[config.mk]
export PLATFORM = sky130hd
export DESIGN_NAME = serial_adder_flat
export DESIGN_NICKNAME = d
export VERILOG_FILES = /design/src/rtl/serial_adder_if.sv /design/src/rtl/serial_adder.sv /design/src/flat_wrapper.sv
export SDC_FILE = /design/constraint.sdc
export NUM_CORES = 1
export LEC_CHECK = 0
export CORE_MARGIN = 2
export CORE_UTILIZATION = 30
export CTS_BUF_LIST = sky130_fd_sc_hd__clkbuf_4
export DETAILED_ROUTE_END_ITERATION = 8
export PLACE_DENSITY = 0.5
export SYNTH_ARGS = -nofsm -noshare
export SYNTH_HDL_FRONTEND = slang
export SYNTH_SLANG_ARGS = --single-unit
[constraint.sdc]
create_clock -name clk -period 2.1 [get_ports clk]
set_clock_uncertainty 0.15 [all_clocks]
set_input_delay 0.42 -clock clk [delete_from_list [all_inputs] [get_ports clk]]
set_output_delay 0.42 -clock clk [all_outputs]
set_load 0.01 [all_outputs]
[src/rtl/serial_adder_if.sv]
// Handshake and operand/result bundle for the bit-serial adder.
// The master drives start and the operands; the slave returns busy, done and the result.
interface serial_adder_if #(
    parameter int WIDTH = 8
);
    logic             start;
    logic [WIDTH-1:0] in1;
    logic [WIDTH-1:0] in2;
    logic             busy;
    logic             done;
    logic [WIDTH-1:0] sum;
    logic             c_out;

    modport master (
        output start, in1, in2,
        input  busy, done, sum, c_out
    );

    modport slave (
        input  start, in1, in2,
        output busy, done, sum, c_out
    );
endinterface

[src/rtl/serial_adder.sv]
// Bit-serial adder, LSB first: one full adder and a carry flop resolve one bit per clock.
// The result and carry-out stay registered until the next addition completes.
module serial_adder #(
    parameter int WIDTH = 8
) (
    input  logic          clk,
    input  logic          rst_n,
    serial_adder_if.slave bus
);
    localparam int CW = $clog2(WIDTH + 1);

    typedef enum logic [1:0] {
        ST_IDLE = 2'd0,
        ST_ADD  = 2'd1,
        ST_DONE = 2'd2
    } state_t;

    state_t           state_q, state_d;
    logic [WIDTH-1:0] a_q, a_d;
    logic [WIDTH-1:0] b_q, b_d;
    logic [WIDTH-1:0] ps_q, ps_d;
    logic [WIDTH-1:0] sum_q, sum_d;
    logic [CW-1:0]    cnt_q, cnt_d;
    logic             c_q, c_d;
    logic             cout_q, cout_d;
    logic             busy_q, busy_d;
    logic             done_q, done_d;

    logic [1:0]       ha0_s;
    logic [1:0]       ha1_s;
    logic             s_s;
    logic             co_s;
    logic             last_bit_s;
    logic [WIDTH-1:0] ps_shift_s;

    // {carry, sum} of a single half-adder cell
    function automatic logic [1:0] half_add(input logic x, input logic y);
        return {x & y, x ^ y};
    endfunction

    // Full adder built from two half-adder cells; their carries never coincide, so OR merges them
    always_comb begin
        ha0_s      = half_add(a_q[0], b_q[0]);
        ha1_s      = half_add(ha0_s[0], c_q);
        s_s        = ha1_s[0];
        co_s       = ha0_s[1] | ha1_s[1];
        last_bit_s = (cnt_q == CW'(WIDTH - 1));
        ps_shift_s = ps_q >> 1;
        ps_shift_s[WIDTH-1] = s_s;
    end

    // State register plus registered status outputs
    always_ff @(posedge clk or negedge rst_n) begin
        if (!rst_n) begin
            state_q <= ST_IDLE;
            busy_q  <= 1'b0;
            done_q  <= 1'b0;
        end else begin
            state_q <= state_d;
            busy_q  <= busy_d;
            done_q  <= done_d;
        end
    end

    // Next-state logic
    always_comb begin
        state_d = state_q;
        case (state_q)
            ST_IDLE: state_d = bus.start  ? ST_ADD  : ST_IDLE;
            ST_ADD:  state_d = last_bit_s ? ST_DONE : ST_ADD;
            ST_DONE: state_d = bus.start  ? ST_ADD  : ST_IDLE;
            default: state_d = ST_IDLE;
        endcase
    end

    // Output logic: status flags follow the state being entered, so they register cleanly
    always_comb begin
        busy_d = 1'b0;
        done_d = 1'b0;
        case (state_d)
            ST_ADD:  busy_d = 1'b1;
            ST_DONE: done_d = 1'b1;
            default: busy_d = 1'b0;
        endcase
    end

    // Datapath next-state: operand load on accept, one bit per ADD edge, result copy on the last
    always_comb begin
        a_d    = a_q;
        b_d    = b_q;
        ps_d   = ps_q;
        sum_d  = sum_q;
        cnt_d  = cnt_q;
        c_d    = c_q;
        cout_d = cout_q;
        case (state_q)
            ST_ADD: begin
                a_d   = a_q >> 1;
                b_d   = b_q >> 1;
                ps_d  = ps_shift_s;
                c_d   = co_s;
                cnt_d = cnt_q + CW'(1);
                if (last_bit_s) begin
                    sum_d  = ps_shift_s;
                    cout_d = co_s;
                end else begin
                    sum_d  = sum_q;
                    cout_d = cout_q;
                end
            end
            ST_IDLE, ST_DONE: begin
                if (bus.start) begin
                    a_d   = bus.in1;
                    b_d   = bus.in2;
                    c_d   = 1'b0;
                    cnt_d = {CW{1'b0}};
                end else begin
                    cnt_d = cnt_q;
                end
            end
            default: cnt_d = cnt_q;
        endcase
    end

    // Datapath registers
    always_ff @(posedge clk or negedge rst_n) begin
        if (!rst_n) begin
            a_q    <= {WIDTH{1'b0}};
            b_q    <= {WIDTH{1'b0}};
            ps_q   <= {WIDTH{1'b0}};
            sum_q  <= {WIDTH{1'b0}};
            cnt_q  <= {CW{1'b0}};
            c_q    <= 1'b0;
            cout_q <= 1'b0;
        end else begin
            a_q    <= a_d;
            b_q    <= b_d;
            ps_q   <= ps_d;
            sum_q  <= sum_d;
            cnt_q  <= cnt_d;
            c_q    <= c_d;
            cout_q <= cout_d;
        end
    end

    assign bus.busy  = busy_q;
    assign bus.done  = done_q;
    assign bus.sum   = sum_q;
    assign bus.c_out = cout_q;
endmodule

[src/flat_wrapper.sv]
// flat-port wrapper written by rule: the top's interface ports become plain ports
module serial_adder_flat 
#(
    parameter int WIDTH = 8
)
  (clk, rst_n, bus_start, bus_in1, bus_in2, bus_busy, bus_done, bus_sum, bus_c_out);
  serial_adder_if #(.WIDTH(WIDTH)) bus_i ();
  input  logic clk;
  input  logic rst_n;
  input wire logic [$bits(bus_i.start)-1:0] bus_start;
  input wire logic [$bits(bus_i.in1)-1:0] bus_in1;
  input wire logic [$bits(bus_i.in2)-1:0] bus_in2;
  output wire logic [$bits(bus_i.busy)-1:0] bus_busy;
  output wire logic [$bits(bus_i.done)-1:0] bus_done;
  output wire logic [$bits(bus_i.sum)-1:0] bus_sum;
  output wire logic [$bits(bus_i.c_out)-1:0] bus_c_out;
  assign bus_i.start = bus_start;
  assign bus_i.in1 = bus_in1;
  assign bus_i.in2 = bus_in2;
  assign bus_busy = bus_i.busy;
  assign bus_done = bus_i.done;
  assign bus_sum = bus_i.sum;
  assign bus_c_out = bus_i.c_out;
  serial_adder #(.WIDTH(WIDTH)) u_core (.clk(clk), .rst_n(rst_n), .bus(bus_i));
endmodule
## Yosys cells after proc, flatten, opt, wreduce, memory -nomap -nowiden

Index checks and enable logic that the tools add are counted.

- Register bits after elaboration: 42
- Bits of input ports: 19

- Bitwise logic cells: 5
- Multiplexer cells: 13
- Reduce and logical (&&, ||, !) cells: 5
- Equal/unequal tests: 6
- $add $sub $neg: 1

Operators with widths:

| kind | number |
|---|---|
| $pmux W8 S2 | 2 |
| $mux W8 | 2 |
| $pmux W4 S2 | 1 |
| $add A4 B1 Y4 const B | 1 |
| $eq A2 B1 Y1 const B | 2 |
| $eq A2 B2 Y1 const B | 2 |
| $eq A4 B3 Y1 const B | 1 |
| $mux W1 | 4 |
| $mux W4 | 1 |
| $pmux W2 S2 | 1 |
| $reduce_and A2 Y1 | 2 |
| $and A1 B1 Y1 | 2 |
| $logic_not A2 Y1 | 1 |
| $mux W2 | 1 |
| $ne A2 B1 Y1 const B | 1 |
| $pmux W1 S2 | 1 |
| $reduce_bool A2 Y1 | 1 |
| $reduce_or A2 Y1 | 1 |
| $xor A1 B1 Y1 | 2 |
| $or A1 B1 Y1 | 1 |

## Longest topological paths before layout

- Depth in word-level cells: 5
- Gate-level depth with buffers: 5
- Gate-level depth less buffers: 4

## Worst setup path before layout

Ideal clock, no wire load.

- Kind: reg-to-reg
- Start: reg u_core.state_q[0]
- End: reg u_core.a_q[0]
- Buffers on the path: 2
- Clock period less this slack: 1.555 ns
- Required time: 1.825 ns
- Path slack: 0.545 ns
- Setup time: 0.125 ns
- Cell stages (with the launch flop): 6
- Arrival time: 1.280 ns
- Path through: dfrtp_1 -> buf_6 -> nand2b_2 -> nand2_2 -> buf_6 -> mux2_4

- Longest elaborated chain between the ends: 4
- Elaborated cells on any way between the ends: 8
- Classes of those cells: eq/ne: 3; mux: 1; reduce/logical: 4

RTL lines:

| what | RTL line | text |
|---|---|---|
| start: declaration | serial_adder.sv:18 | `state_t state_q, state_d;` |
| start signal: assignment | serial_adder.sv:59 | `state_q <= state_d;` |
| $eq A2 B2 Y1 / $logic_not A2 Y1 (equally long branches) | serial_adder.sv:96 | `case (state_q)` |
| $reduce_or A2 Y1 (no line) | n/a |  |
| $ne A2 B1 Y1 (no line) / $reduce_bool A2 Y1 (equally long branches) | n/a |  |
| $reduce_and A2 Y1 (no line) | n/a |  |
| end signal: assignment | serial_adder.sv:128 | `a_q <= {WIDTH{1'b0}};` |
| end: declaration | serial_adder.sv:19 | `logic [WIDTH-1:0] a_q, a_d;` |

Several ways; a longest one is shown, not always the timed one.
A chain may end at the register's enable or synchronous reset.

## Worst setup path in the final report

- Start: reg u_core.sum_q[3] (netlist: u_core.bus.sum[3])
- End: out bus_sum[3]

RTL lines:

| what | RTL line | text |
|---|---|---|
| start: declaration | serial_adder.sv:22 | `logic [WIDTH-1:0] sum_q, sum_d;` |
| start signal: assignment | serial_adder.sv:131 | `sum_q <= {WIDTH{1'b0}};` |
| start signal: assignment | serial_adder.sv:139 | `sum_q <= sum_d;` |
| end: declaration | flat_wrapper.sv:15 | `output wire logic [$bits(bus_i.sum)-1:0] bus_sum;` |

No word-level cell between the ends.

==> impl_metrics.yaml <==
placed_design:
  place_area_um2: 2300
  place.gp.congestion: 0.779
  post-dp-hpwl_mm: 2.28
  pre_cts_ws_ns: 0.144
  io_buffers: 29
timing:
  finalSetupViolCount: 0
  finalSetupTns_ns: 0
  min_period_ns: 1.83
  finalWorstSetupSlack_ns: 0.268
  hold_viol_final: 0
  max-slew-margin-rel: 0.649
  max_freq_mhz: 546
  post-route-period-util: 0.872
  maxSlewViolCount: 0
  rsz0062_at_grt: "false"
  tightestPinTransition_ns: 0.527
detailed_routing:
  met1_length_mm: 1.56
  drt_first_iter_violations: 41
  wl_met2_mm: 1.49
  routedWlPerCell_um: 12.6
  ant_nets: 0
  vias: 1171
  drc_errors: 0
  vias_per_cell: 4.57
  drtPass1Iterations: 4
  highest_layer: "met4"
  wl_met3_um: 144
  finalWirelength_mm: 3.23
synthesis:
  async_flop_share: 1.00
  synthDistinctLibCells: 22
  yosys.area.top_type_share: 0.543
  synth.top_cells.by_area: "dfrtp_1 54%, mux2_4 15%, mux2_2 11%"
  synth_common_cells: "41 x dfrtp_1, 25 x nand2_1, 19 x mux2_4, 18 x mux2_2, 6 x o21ai_0"
  yosys_warnings: 0
  netlist_area_um2: 1890
  netlist_instances: 141
  syn-num-nets: 162
  synth-seq-area-share: 0.543
  synth-edff-count: 0
  synth_most_common_cell: "dfrtp_1"
  ys_seq_elements: 41
  ys.flop_type: "dfrtp_1"
  synth_area_leader_cell: "dfrtp_1"
  avgSynthCellArea_um2: 13.4
global_route:
  grt_use_total: 0.101
  grt_pass1_vias: 1181
  grt_pass1_wl_mm: 5.63
  gr-total-overflow: 0
  grt_antenna_before_repair: 0
  grt_start_max_net_pins: 42
power_and_ir_drop:
  power.leakage_uw: 0.00114
  power_uw: 3610
  ir_worst_vdd_mv: 0.505
  p_per_area_nw_per_um2: 1500
cells_and_area:
  drive_above_1_share: 0.326
  syn_to_final_growth_pct: 27.4
  finalNetCount: 201
  diodes: 0
  stdcell_area_um2: 2410
worst_hold_path:
  min_path_type: "reg -> reg"
floorplanning:
  die-area_um2: 6950
  die_w_um: 83.4
  initial_core_util: 0.316
  rows: 28
  num_io_pins: 30
  core_area_um2: 5990
  die_height_um: 83.4
clocking:
  clockRootBuffer: "clkbuf_4"
  htree_num_levels: 2
  clkSlewWorstSetupHoldPaths_ns: 0.13
  cts_resized: 0
  cts.path.max_buffers: 2
  clk_latency_ns: 0.35
  post_cts.repair.setup_buffers: 0
  cts_tree: "built"
  numCtsBuffers: 5
  cts_sinks: 41
worst_setup_path:
  crit_path_max_fanout: 2
  crit_chain: "clkdlybuf4s50_1"
  crit_path_start_kind: "flip-flop"
  required_ns: 1.53
  slowest_delay_ns: 0.53
  critPathKind: "reg -> out"
  cpLargestDelayFamily: "buffers and inverters"
  path_buf_inv: 1
  cp_data_arrival_time_ns: 1.26
  crit_slowest_cell: "clkdlybuf4s50_1"
  ff2ff_setup_slack_ns: 0.41
  endpoint_kind: "primary output"
status:
  status: "finished clean"
job:
  drv_cap: 0
[what timing repair did]
item	4_1_cts	5_1_grt
setup endpoints to repair	0	0
hold endpoints to repair	41	0
hold buffers	1	0
[area by class of cell]
cell class,instances,area (µm²)
timing repair buffer,39,375
clock buffer,5,37.5
multi-input combinational,93,811
sequential,41,1030
tap,75,93.8
fill,562,3580
clock inverter,3,65.1
[where the power goes]
| part | internal (µW) | switching, µW |
|---|---|---|
| combinational | 1000 | 594 |
| sequential | 1140 | 242 |
| clock | 369 | 257 |
[state kept, by name, summed over array words and instances (netlist names), 2 cells and up]
signal and count:
u_core.b_q 8, u_core.ps_q 7, u_core.state_q 2, u_core.a_q 8
u_core.bus.sum 8, u_core.cnt_q 4
[layout by cell type (no fill, tap or decap), drive strengths merged, types with 2 or more instances in the layout]
master	synthesis	layout
a21oi	2	2
nor2	2	2
mux2i	2	2
clkdlybuf4s50	0	28
and4b	2	2
o21ai	6	6
buf	7	10
dfrtp	41	41
nand2b	3	3
bufinv	0	2
nand2	26	26
a21o	2	2
mux2	37	37
nand3	5	5
clkbuf	0	5
[cell families (layout without fill, tap and decap cells)]
family,Yosys count,in the layout,share of synthesized area
adders and majority gates,2,2,0.0172
muxes,39,39,0.269
and+or+nand+nor,42,42,0.114
DFF,41,41,0.543
AOI/OAI and AO/OA,10,10,0.0291
buffers and inverters,7,47,0.0285
[worst paths after layout]
path / depth (start not counted) / startpoint / endpoint
setup / recovery: 1 / u_core.bus.sum[3] / bus_sum[3]
hold / removal: 2 / u_core.ps_q[1] / u_core.ps_q[1]
setup reg to reg: 4 / u_core.state_q[0] / u_core.bus.sum[1]
hold reg to reg: 2 / u_core.ps_q[1] / u_core.ps_q[1]
max in group asynchronous: 3 / rst_n / u_core.a_q[1]
min in group asynchronous: 3 / rst_n / u_core.cnt_q[0]
[stage by stage]
| step | utilization | hold WS [ns] | std cells |
|---|---|---|---|
| 6_report | 0.402 | 0.336 | 256 |
| 5_1_grt | 0.402 | 0.392 | 256 |
| 4_1_cts | 0.402 | 0.343 | 256 |
| 3_5_place_dp | 0.383 | 0.314 | 247 |
| 3_3_place_gp | 0.383 | 0.311 | 247 |
| 2_1_floorplan | - | -0.0256 | 141 |
[layer usage]
metal / GRT usage / vias to the layer above
li1: - / 566
met1: 0.133 / 572
met2: 0.159 / 28
met3: 0.0308 / 5
met4: 0.0358 / 0
met5: 0 / -
No activity file was read; power rests on OpenSTA's default activity.
==> variant 1, RTL diff (same flow settings) <==
Make the reset (`rst_n`) synchronous in 2 clocked blocks.
--- a/src/rtl/serial_adder.sv
+++ b/src/rtl/serial_adder.sv
@@ -50,7 +50,7 @@
     end
 
     // State register plus registered status outputs
-    always_ff @(posedge clk or negedge rst_n) begin
+    always_ff @(posedge clk) begin
         if (!rst_n) begin
             state_q <= ST_IDLE;
             busy_q  <= 1'b0;
@@ -123,7 +123,7 @@
     end
 
     // Datapath registers
-    always_ff @(posedge clk or negedge rst_n) begin
+    always_ff @(posedge clk) begin
         if (!rst_n) begin
             a_q    <= {WIDTH{1'b0}};
             b_q    <= {WIDTH{1'b0}};
Formal check against the unedited RTL: differs if rst_n is asserted again (counterexample within 4 cycles, from zero or initial values and one cycle with rst_n low); with rst_n held inactive, the same outputs for 10 cycles.
==> variant 1 against the unedited design <==
First-iteration DRC count increased by 83%; sequential cell count did not move; final area decreased by 11%; count of clock-buffer cells in the layout rose by 1; area after synthesis is 9.6% lower; worst hold slack worse by 0.021 ns; wire length rose by 11%; highest routed layer unchanged; critical path depth unchanged; worst setup slack improved by 0.014 ns; cell count grew 11%.
Power is not compared: it rests on default switching activity, and its combinational part moved more than twofold at a synthesized area within 25%.
==> variant 1: results (changes against the unedited design) <==
[cells_and_area]
nonClockInverterCount = 2  ; +2
non_clock_buffering_overhead = 0.1636  ; +0.007803
stdcell_count = 285  ; +11%
ff_latch_area_sq_um = 820.8  ; -20%
fillers = 576  ; +2.5%
seq_share = 0.3834  ; -0.04257
area_taken_by_multi_input_logic_gates_sq_um = 793.3  ; -2.2%
layout.non_clock_buffers = 37  ; -5.1%
clockNetworkAreaShare = 0.03682  ; -0.005777
multi_input_comb_cells = 125  ; +34%
nNetsFinal = 233  ; +16%
drive_gt1_frac = 0.08451  ; -0.2415
layout.clock_buffers = 6  ; +1
insertedDiodeCount = 0  ; unchanged

[place]
dpl-instance-area_sq_um = 2062  ; -10%
dpl.hpwl_um = 2306  ; +1.2%
globalplace.congestion = 0.6688  ; -14%
detailedPlace.worstSlack_ns = 0.2606  ; +0.1167 ns
place_inst = 277  ; +12%

[detailed_routing]
drt_iter0_drc = 75  ; +83%
met1_wl_um = 1704  ; +9.6%
detailroute.wirelength.met3_um = 113  ; -22%
avgViaCountPerCell = 4.779  ; +4.5%
dr_wl_met2_um = 1674  ; +12%
routed_wire_length_per_instance_um = 12.56  ; -0.50%

[logic_synthesis]
post_synth_main_area_contributors = dfxtp_1, mux2i_1, nand2_1
synth.distinct_cells = 26  ; +18%
yosys_most_used_dff = dfxtp_1
post_synthesis_cell_count = 183  ; +30%
postSynthNetCount = 204  ; +26%
yosys-top-cells-count = dfxtp_1, nand2_1, mux2i_1
synth_seq_area_share = 0.4802  ; -0.06245
synthArstFlopShare = 0  ; -1.000

[global_routing]
gr-usage-met2 = 0.1958  ; +0.03671
wire_length_of_the_first_global_routing_pass_um = 6003  ; +6.6%
largest_net_degree_at_the_start_of_global_routing = 28  ; -33%
groute.layer.met1.usage = 0.1511  ; +0.01842
global_route.usage.total = 0.1228  ; +0.02131
met3_usage = 0.02715  ; -0.003666
number_of_global_route_vias_before_repair = 1333  ; +13%

[setup_path]
reg2reg_setup_slack_ns = 0.56  ; +0.15 ns
r2r.worst_path.cells = 6  ; +2
crit_path_end = bus_c_out
worst_r2r_endpoint = u_core.cnt_q[2]
worstReg2RegStart = u_core.state_q[0]
timing.critical_path.from = u_core.bus.c_out

[sta]
worst_hold_slack_ns = 0.3151  ; -0.02080 ns
max_slew_margin = 0.7997  ; +0.1510
timing.fmax_mhz = 550.0  ; +0.76%

[min_path]
worst_hold_path_startpoint = u_core.ps_q[1]
min_to = u_core.ps_q[1]
worstHoldPathType = flip-flop to flip-flop

[clocking]
worst_skew_pair.late_latency_ns = 0.34
cts_inserted_buffers = 5  ; unchanged
htree_num_levels = 2  ; unchanged

[outcome]
status = complete, no violations

[floorplan]
die_width_um = 79.48  ; -4.7%

-- variant 1: cell types whose count changed after synthesis, moves of 6 or more --
cell / unedited run / this run
nor3_1: 0 / 14
a21oi_1: 2 / 13
nand2_1: 25 / 38
o21ai_0: 6 / 0
mux2i_1: 2 / 24
mux2_2: 18 / 0
mux2_4: 19 / 0
dfrtp_1: 41 / 0
dfxtp_1: 0 / 41
a211oi_1: 0 / 14
-- variant 1: power groups by stage --
stage	clock network (uW)	registers, uW	logic [uW]
global route	562	845	240
detailed placement	0	858	218
finish	510	840	217
floorplan	0	852	147
global placement	0	858	218
CTS	532	840	219
-- variant 1: kinds of logic after synthesis --
family	count (synthesis)	synth area share
AO/OA/AOI/OAI	31	0.1171
adder cells (fa/ha/maj)	2	0.01903
buffers and inverters	17	0.05562
flip-flops	41	0.4802
multiplexers	24	0.1406
AND/OR/NAND/NOR	68	0.1874
-- variant 1: tightest hold or removal path, cell delays in order, from the launching register on --
cell and delay, ns:
dfxtp_1 0.33, nand2_1 0.05, a21oi_1 0.05
==> variant 2, RTL diff (config.mk and constraints unchanged) <==
Without the edit above. `WIDTH` is set to 8 in 3 places; all go to 16.
--- a/src/rtl/serial_adder_if.sv
+++ b/src/rtl/serial_adder_if.sv
@@ -1,7 +1,7 @@
 // Handshake and operand/result bundle for the bit-serial adder.
 // The master drives start and the operands; the slave returns busy, done and the result.
 interface serial_adder_if #(
-    parameter int WIDTH = 8
+    parameter int WIDTH = 16
 );
     logic             start;
     logic [WIDTH-1:0] in1;
--- a/src/rtl/serial_adder.sv
+++ b/src/rtl/serial_adder.sv
@@ -1,7 +1,7 @@
 // Bit-serial adder, LSB first: one full adder and a carry flop resolve one bit per clock.
 // The result and carry-out stay registered until the next addition completes.
 module serial_adder #(
-    parameter int WIDTH = 8
+    parameter int WIDTH = 16
 ) (
     input  logic          clk,
     input  logic          rst_n,
--- a/src/flat_wrapper.sv
+++ b/src/flat_wrapper.sv
@@ -1,7 +1,7 @@
 // flat-port wrapper written by rule: the top's interface ports become plain ports
 module serial_adder_flat 
 #(
-    parameter int WIDTH = 8
+    parameter int WIDTH = 16
 )
   (clk, rst_n, bus_start, bus_in1, bus_in2, bus_busy, bus_done, bus_sum, bus_c_out);
   serial_adder_if #(.WIDTH(WIDTH)) bus_i ();
Interface: changed (resized bus_in1, bus_in2 and bus_sum); port bits go from 30 to 54. The function was not compared with the original's and may differ.
==> variant 2 against the unedited design <==
Sequential share of layout area rose by 3.6 points; non-clock buffer count rose by 24; synthesized cell count rose by 97%; sequential cell count rose by 33; sequential power rose by 76%; final area rose by 67%; power rose by 49%; global-route usage rose by 1.7 points; wire length rose by 100%; register-to-register slack got worse by 0.25 ns; worst setup slack got worse by 0.11 ns; die area rose by 67%; area after synthesis rose by 71%.
==> variant 2: results (changes against the unedited design) <==
[outcome]
status = complete, no violations

[place]
place_inst = 456  ; +85%
dpl-instance-area_sq_um = 3872  ; +69%
globalplace.congestion = 0.6889  ; -12%
detailedPlace.worstSlack_ns = 0.1725  ; +0.02861 ns
dpl.hpwl_um = 4282  ; +88%

[cells_and_area]
non_clock_buffering_overhead = 0.1539  ; -0.001902
layout.clock_buffers = 12  ; +7
finish.utilization = 0.3855  ; -0.01658
drive_gt1_frac = 0.1395  ; -0.1865
fillers = 1062  ; +89%
ff_latch_area_sq_um = 1853  ; +81%
area_taken_by_multi_input_logic_gates_sq_um = 1227  ; +51%
layout.non_clock_buffers = 63  ; +62%
stdcell_count = 473  ; +85%
nNetsFinal = 370  ; +84%
multi_input_comb_cells = 181  ; +95%
nonClockInverterCount = 3  ; +3

[setup_path]
timing.critical_path.slowest_cell_delay_ns = 0.41  ; -0.12 ns
critical_path.max_fanout = 13  ; +11
reg2reg_setup_slack_ns = 0.16  ; -0.25 ns
worst_ep_arrival_ns = 2.07  ; +0.81 ns
cell_at_the_slowest_stage_of_the_critical_path = dfrtp_1
worst_r2r_endpoint = u_core.bus.sum[3]
worstSetupEndpointType = flip-flop
cp_top_family = adder cells
r2r.worst_path.cells = 6  ; +2

[clocking]
clk_transition_reported_paths_ns = 0.11  ; -0.02 ns
htree_num_levels = 3  ; +1
cts_inserted_buffers = 9  ; +4
worst_skew_pair.late_latency_ns = 0.40  ; +0.05 ns

[pwr]
pg_seq_uw = 2440  ; +76%
cellLeakagePower_uw = 0.001926  ; +69%
largestPowerGroup = registers
peakVddDrop_mv = 0.3972  ; -21%

[detailed_routing]
wirelength_um = 6471  ; +100%
route.vias.total = 2167  ; +85%
drt_iter0_drc = 68  ; +66%

[logic_synthesis]
synth_area_per_cell_sq_um = 11.65  ; -13%
postSynthNetCount = 316  ; +95%
synth.distinct_cells = 27  ; +23%
ys_seq_elements = 74  ; +80%
post_synth_main_area_contributors = dfrtp_1, mux2i_1, nand2_1
synth-adder-area-share = 0.01391  ; -0.003297
post_synth_mux_area_share = 0.1747  ; -0.09404
yosys-top-cells-count = dfrtp_1, nand2_1, mux2i_1

[sta]
timing.final.crit_period_ns = 1.939  ; +0.1070 ns
worst_hold_slack_ns = 0.3309  ; -0.005000 ns
max_slew_margin = 0.7364  ; +0.08769

[min_path]
worstHoldPathType = input port to async pin

[global_routing]
number_of_global_route_vias_before_repair = 2146  ; +82%
global_route.usage.total = 0.1189  ; +0.01748

[variant 2: changes by cell type in the layout (fill, tap and decap cells not counted), moves of 22 or more]
| cell | before | now |
|---|---|---|
| mux2i_1 | 2 | 34 |
| dfrtp_1 | 41 | 73 |
| nand2_1 | 25 | 47 |
| nand3_1 | 5 | 33 |
| clkdlybuf4s50_1 | 28 | 52 |
| o21ai_1 | 0 | 30 |
[variant 2: repair_timing]
| item | 4_1_cts | 5_1_grt |
|---|---|---|
| setup endpoints to repair | 0 | 0 |
| resized for setup | 0 | 0 |
| buffers inserted | 0 | 0 |
| hold endpoints to repair | 28 | 0 |
| hold buffers | 1 | 0 |
[variant 2: layer usage]
layer  up-vias  GRT usage  share of wire
met1      1043     0.1671           0.50
met5         -          0              0
li1       1069          -              -
met3         7    0.02845          0.053
met4         0    0.06044          0.014
met2        48     0.1698           0.43
